**src/rtl/issue_scoreboard.sv**
```systemverilog
// Register-hazard scoreboard between decode and EX for an NLANE-wide in-order pipeline.
// Tracks in-flight destinations, raises a bundle-wide stall on RAW/WAW hazards, counts stall cycles.
module issue_scoreboard #(
    parameter int NLANE = 2,
    parameter int AW    = 5,
    parameter int DEPTH = 3,
    parameter int CW    = 16
) (
    input  logic                  clk,
    input  logic                  rst_n,
    input  logic [NLANE-1:0]      issue_valid,
    input  logic [NLANE*AW-1:0]   issue_rs,
    input  logic [NLANE*AW-1:0]   issue_rt,
    input  logic [NLANE-1:0]      issue_rs_use,
    input  logic [NLANE-1:0]      issue_rt_use,
    input  logic [NLANE-1:0]      issue_wr,
    input  logic [NLANE*AW-1:0]   issue_wrreg,
    input  logic                  kill,
    output logic                  stall,
    output logic [NLANE-1:0]      issue_accept,
    output logic [2**AW-1:0]      busy,
    output logic [CW-1:0]         stall_cnt
);

    localparam int NREG = 2**AW;
    // The oldest (write-back) stage never hazards a reader, so it exists only as a term of busy.
    localparam int LIVE = DEPTH - 1;

    logic [LIVE-1:0][NLANE-1:0]          r_v;
    logic [LIVE-1:0][NLANE-1:0][AW-1:0]  r_reg;
    logic [NREG-1:0]                     r_busy;
    logic [CW-1:0]                       r_stall_cnt;

    logic [NLANE-1:0][AW-1:0]            w_rs;
    logic [NLANE-1:0][AW-1:0]            w_rt;
    logic [NLANE-1:0][AW-1:0]            w_wd;
    logic [NLANE-1:0]                    w_rs_act;
    logic [NLANE-1:0]                    w_rt_act;
    logic [NLANE-1:0]                    w_wr_act;
    logic [LIVE-1:0][NLANE-1:0]          w_v_eff;
    logic [NLANE-1:0]                    w_hz;
    logic                                w_stall;
    logic [LIVE-1:0][NLANE-1:0]          w_v_nxt;
    logic [LIVE-1:0][NLANE-1:0][AW-1:0]  w_reg_nxt;
    logic [NREG-1:0]                     w_busy_nxt;

    assign w_rs = issue_rs;
    assign w_rt = issue_rt;
    assign w_wd = issue_wrreg;

    always_comb begin
        for (int i = 0; i < NLANE; i++) begin
            w_rs_act[i] = issue_rs_use[i] & (w_rs[i] != '0);
            w_rt_act[i] = issue_rt_use[i] & (w_rt[i] != '0);
            w_wr_act[i] = issue_wr[i] & (w_wd[i] != '0);
        end
    end

    // A kill squashes the bundle that entered stage 0 on the previous edge.
    always_comb begin
        w_v_eff = r_v;
        if (kill) w_v_eff[0] = '0;
    end

    always_comb begin
        w_hz = '0;
        for (int i = 0; i < NLANE; i++) begin
            if (issue_valid[i]) begin
                for (int k = 0; k < LIVE; k++) begin
                    for (int j = 0; j < NLANE; j++) begin
                        if (w_v_eff[k][j] &&
                            ((w_rs_act[i] && (r_reg[k][j] == w_rs[i])) ||
                             (w_rt_act[i] && (r_reg[k][j] == w_rt[i]))))
                            w_hz[i] = 1'b1;
                    end
                end
                for (int j = 0; j < i; j++) begin
                    if (issue_valid[j] && w_wr_act[j] &&
                        ((w_rs_act[i] && (w_wd[j] == w_rs[i])) ||
                         (w_rt_act[i] && (w_wd[j] == w_rt[i])) ||
                         (w_wr_act[i] && (w_wd[j] == w_wd[i]))))
                        w_hz[i] = 1'b1;
                end
            end
        end
    end

    assign w_stall      = |w_hz;
    assign stall        = w_stall;
    assign issue_accept = issue_valid & {NLANE{~w_stall}};

    always_comb begin
        w_busy_nxt = '0;
        for (int j = 0; j < NLANE; j++) begin
            w_v_nxt[0][j]   = issue_accept[j] & w_wr_act[j];
            w_reg_nxt[0][j] = w_wd[j];
        end
        for (int k = 1; k < LIVE; k++) begin
            w_v_nxt[k]   = w_v_eff[k-1];
            w_reg_nxt[k] = r_reg[k-1];
        end
        for (int j = 0; j < NLANE; j++) begin
            if (w_v_nxt[0][j]) w_busy_nxt[w_wd[j]] = 1'b1;
            for (int k = 0; k < LIVE; k++) begin
                if (w_v_eff[k][j]) w_busy_nxt[r_reg[k][j]] = 1'b1;
            end
        end
    end

    always_ff @(posedge clk or negedge rst_n) begin
        if (!rst_n) begin
            r_v         <= '0;
            r_busy      <= '0;
            r_stall_cnt <= '0;
        end else begin
            r_v    <= w_v_nxt;
            r_busy <= w_busy_nxt;
            if (w_stall && (r_stall_cnt != {CW{1'b1}}))
                r_stall_cnt <= r_stall_cnt + 1'b1;
        end
    end

    always_ff @(posedge clk) begin
        r_reg <= w_reg_nxt;
    end

    assign busy      = r_busy;
    assign stall_cnt = r_stall_cnt;

endmodule

```
**config.mk**
```make
export PLATFORM = sky130hd
export DESIGN_NAME = issue_scoreboard
export DESIGN_NICKNAME = d
export VERILOG_FILES = /design/src/rtl/issue_scoreboard.sv
export SDC_FILE = /design/constraint.sdc
export NUM_CORES = 1
export LEC_CHECK = 0
export ABC_AREA = 1
export BUFFER_PORTS_ARGS = -buffer_cell sky130_fd_sc_hd__buf_2
export CORE_MARGIN = 4
export CORE_UTILIZATION = 43
export DETAILED_ROUTE_END_ITERATION = 7
export PLACE_DENSITY = 0.62
export SLEW_MARGIN = 10
export SYNTH_ARGS = -nofsm -noshare
export SYNTH_HDL_FRONTEND = slang
export SYNTH_SLANG_ARGS = --single-unit
export TNS_END_PERCENT = 20
```
**constraint.sdc**
```tcl
create_clock -name clk -period 2.45 [get_ports clk]
set_clock_uncertainty 0.1 [all_clocks]
set_input_delay 0.245 -clock clk [delete_from_list [all_inputs] [get_ports clk]]
set_output_delay 0.245 -clock clk [all_outputs]
set_load 0.02 [all_outputs]
```
==> metrics <==
number of CTS-inserted buffers=9; # diodes=0; Met3 Wirelength=1120 µm; Synth top area share=22.6%; detailed-route DRC error count=0; Critical Path Max Stage Delay=0.37 ns; crit end category=output pin; Initial DRT Pass Iterations=5; Crit Path Max Fanout=6; IO Port Bufs=91; CTS tree=built; Largest delay share family, worst path=simple AND/OR/NAND/NOR gates; Top FF cell, synth=dfrtp_1; period utilisation layout=93.9%; initial antenna violation count=0; core area=about 13000 µm²; GRT Residual Overflow=0; die height=124 µm; Most Frequent Cell on Critical Path=nand2_1; CP max-delay cell=dfxtp_4; Slew HR=around 62%; Synth Warn #=0; Ports=92; Cell Chain, Critical Path=buf_4 > xnor2_1 > nand2_1 > nor2_1 > nand3_1 > nand2_1 > nand2_1 > nand2_1 > o21ai_4 > nand2_2 > nor2_1 > buf_4; max frequency=435 MHz; global placer's final weighted congestion=between 0.9 and 1; # clock sinks=72; Post-Syn Area=5770 µm²; peak supply drop=0.316 mV; Total GRT Usage=24.6%; chip width=124 µm; Setup crit start kind=flop; clk root buf=clkbuf_16; H-tree Lvls=3; fill cell count=1415; total number of vias=6093; max-slew violations=0; synth-to-layout area growth=16.6%; final WL=18500 µm; dpl hpwl=14200 µm; Cells after DPL=1104; DR WL/cell=16.5 µm; setup slack, reg-to-reg=0.24 ns; register area=~1700 µm²; post-synthesis sequential area ratio=29.5%; Max Cap Violations=0; die area=15300 µm²; power per cell area=between 500 and 600 nW/µm²; Mapped Avg Cell Area=about 6.6 µm²; first-pass GRT wire length=29300 µm; clk slew on worst S/H paths=0.06 ns; status=finished, final reports clean; worst slew pin tran=0.566 ns; Starting Density=43.7%; WL met2=around 8500 µm; latest clock arrival within the worst-skew pair=0.34 ns; Synth area leader=dfrtp_1; top post-synthesis cells by area=dfrtp_1 23%, nand2_1 12%, nand3_1 9.2%, xor2_1 8.7%, nor2_1 7.9%; critical path arrival=1.96 ns; layout cells sized above 1=between 15 and 20%; register bit total from synthesis=72; DR iter-0 viols=560; Synth Instances=874; top sig layer=met4; Bufs on Longest Clock Path=2; CP bufs+invs=2; ANT nets after route=0; Synth Net Count=~920; critical path type=flop to output pin; Vias/cell=5.41; Data required, critical path=2.11 ns; Setup Viol. Count Final=0; EDFF count, synth=0; Row Count=42; fraction of registers with async set/reset=72.2%; Final Instance Count excl. Fillers=1126; largest net degree at the start of global routing=35; max reg flops=32; Leak=3.40 nW; final instance area=6730 µm²; vias in the first global route=5632; minimum clock period=2.30 ns; DP Area=roughly 6300 µm²; Worst Hold Class=input pin to flop; fin nets=987; area occupied by multi-input gates=3410 µm²; wl on met1=8260 µm; Hold Fails Final Rpt=0; post-synth cell types=27
-- synth_stat cells, drive strengths merged (3+ instances only) --
cell	instances
o22ai	63
xor2	57
nand3	107
buf	58
xnor2	41
o21ai	9
a21oi	3
nor2	123
nor3	19
dfxtp	20
nand2	182
dfrtp	52
inv	94
nand4	39
-- repair_timing --
action                     in CTS  in global routing
hold buffers                    4                  0
gates resized for setup         6                 24
setup buffers                   0                  2
gates cloned                    0                  0
hold endpoints to repair       21                  0
setup endpoints to repair       2                  3
-- layout by cell type, fill, tap and decap left out, types with 2 or more instances in the layout --
master / synthesis / layout
nand2_1: 179 / 179
nor2_1: 122 / 122
nand3_1: 106 / 106
buf_2: 49 / 90
inv_1: 86 / 84
o22ai_1: 63 / 63
xor2_1: 57 / 57
dfrtp_1: 52 / 52
xnor2_1: 41 / 41
nand4_1: 39 / 39
buf_4: 6 / 23
nor3_1: 19 / 19
dfxtp_2: 0 / 13
inv_2: 8 / 10
clkbuf_16: 0 / 9
o21ai_0: 7 / 7
dfxtp_4: 0 / 7
dlygate4sd3_1: 0 / 4
a21oi_1: 3 / 3
nand2_2: 3 / 3
nand3b_1: 2 / 2
nor4_1: 2 / 2
clkinv_2: 0 / 2
buf_12: 0 / 2
-- cell type report --
cell class,count,area share [%]
clock buffer,11,3.61
inverter,94,5.25
sequential,72,25.9
timing repair buffer,119,10.5
tap,176,3.27
multi-input combinational,649,50.6
clock inverter,5,0.837
-- routing by layer --
layer	vias to the layer above	GRT usage [%]
li1	2989	-
met1	2837	33.2
met2	217	38.9
met3	50	4.59
met4	0	10.0
met5	-	0
-- report_power, final --
| group | internal (mW) | switching (mW) | leakage, nW |
|---|---|---|---|
| Clock | 0.814 | 0.505 | 0.145 |
| Sequential | 1.25 | 0.105 | 0.884 |
| Combinational | 0.259 | 0.454 | 2.37 |
| Total | 2.33 | 1.06 | 3.40 |
-- worst paths after layout --
kind / startpoint / to / cells after the start
max: r_reg[11] / issue_accept[0] / 12
min: issue_wrreg[9] / r_reg[9] / 1
max reg2reg: stall_cnt[0] / stall_cnt[14] / 7
min reg2reg: r_reg[1] / r_reg[11] / 0
max in group asynchronous: rst_n / busy[7] / 3
min in group asynchronous: rst_n / stall_cnt[11] / 2
-- per-stage QoR --
step | util (%) | setup slack, ns | TNS (ns) | hold WS [ns] | total power, mW
final | 51.0 | 0.150 | 0 | 0.0196 | 3.39
after global routing | 51.0 | -0.00218 | -0.00218 | 0.0173 | 3.57
after CTS | 50.6 | 0.00600 | 0 | 0.0136 | 3.41
after detailed placement | 48.0 | 0.225 | 0 | 0.113 | 2.08
after global placement | 48.0 | 0.248 | 0 | 0.104 | 2.07
after floorplan | - | 0.406 | 0 | -0.151 | 1.85
-- worst register-to-register path, delay by kind of cell, from the launching register on --
family                     cells  cell delay (ns)
AOI/OAI and AO/OA              1             0.10
adders and majority gates      1             0.24
DFF                            1             0.40
and+or+nand+nor                5             1.28
-- cells by family (layout without fill, tap and decap cells) --
kind of cell	count (synthesis)	count (layout)	share of synthesized area, %
AND/OR/NAND/NOR	474	474	35.8
buffers and inverters	153	229	11.4
XOR/XNOR	98	98	14.9
AO/OA/AOI/OAI	76	76	8.20
flip-flops	72	72	29.5
adder cells (fa/ha/maj)	1	1	0.217
Power figures use the tool's default switching activity.
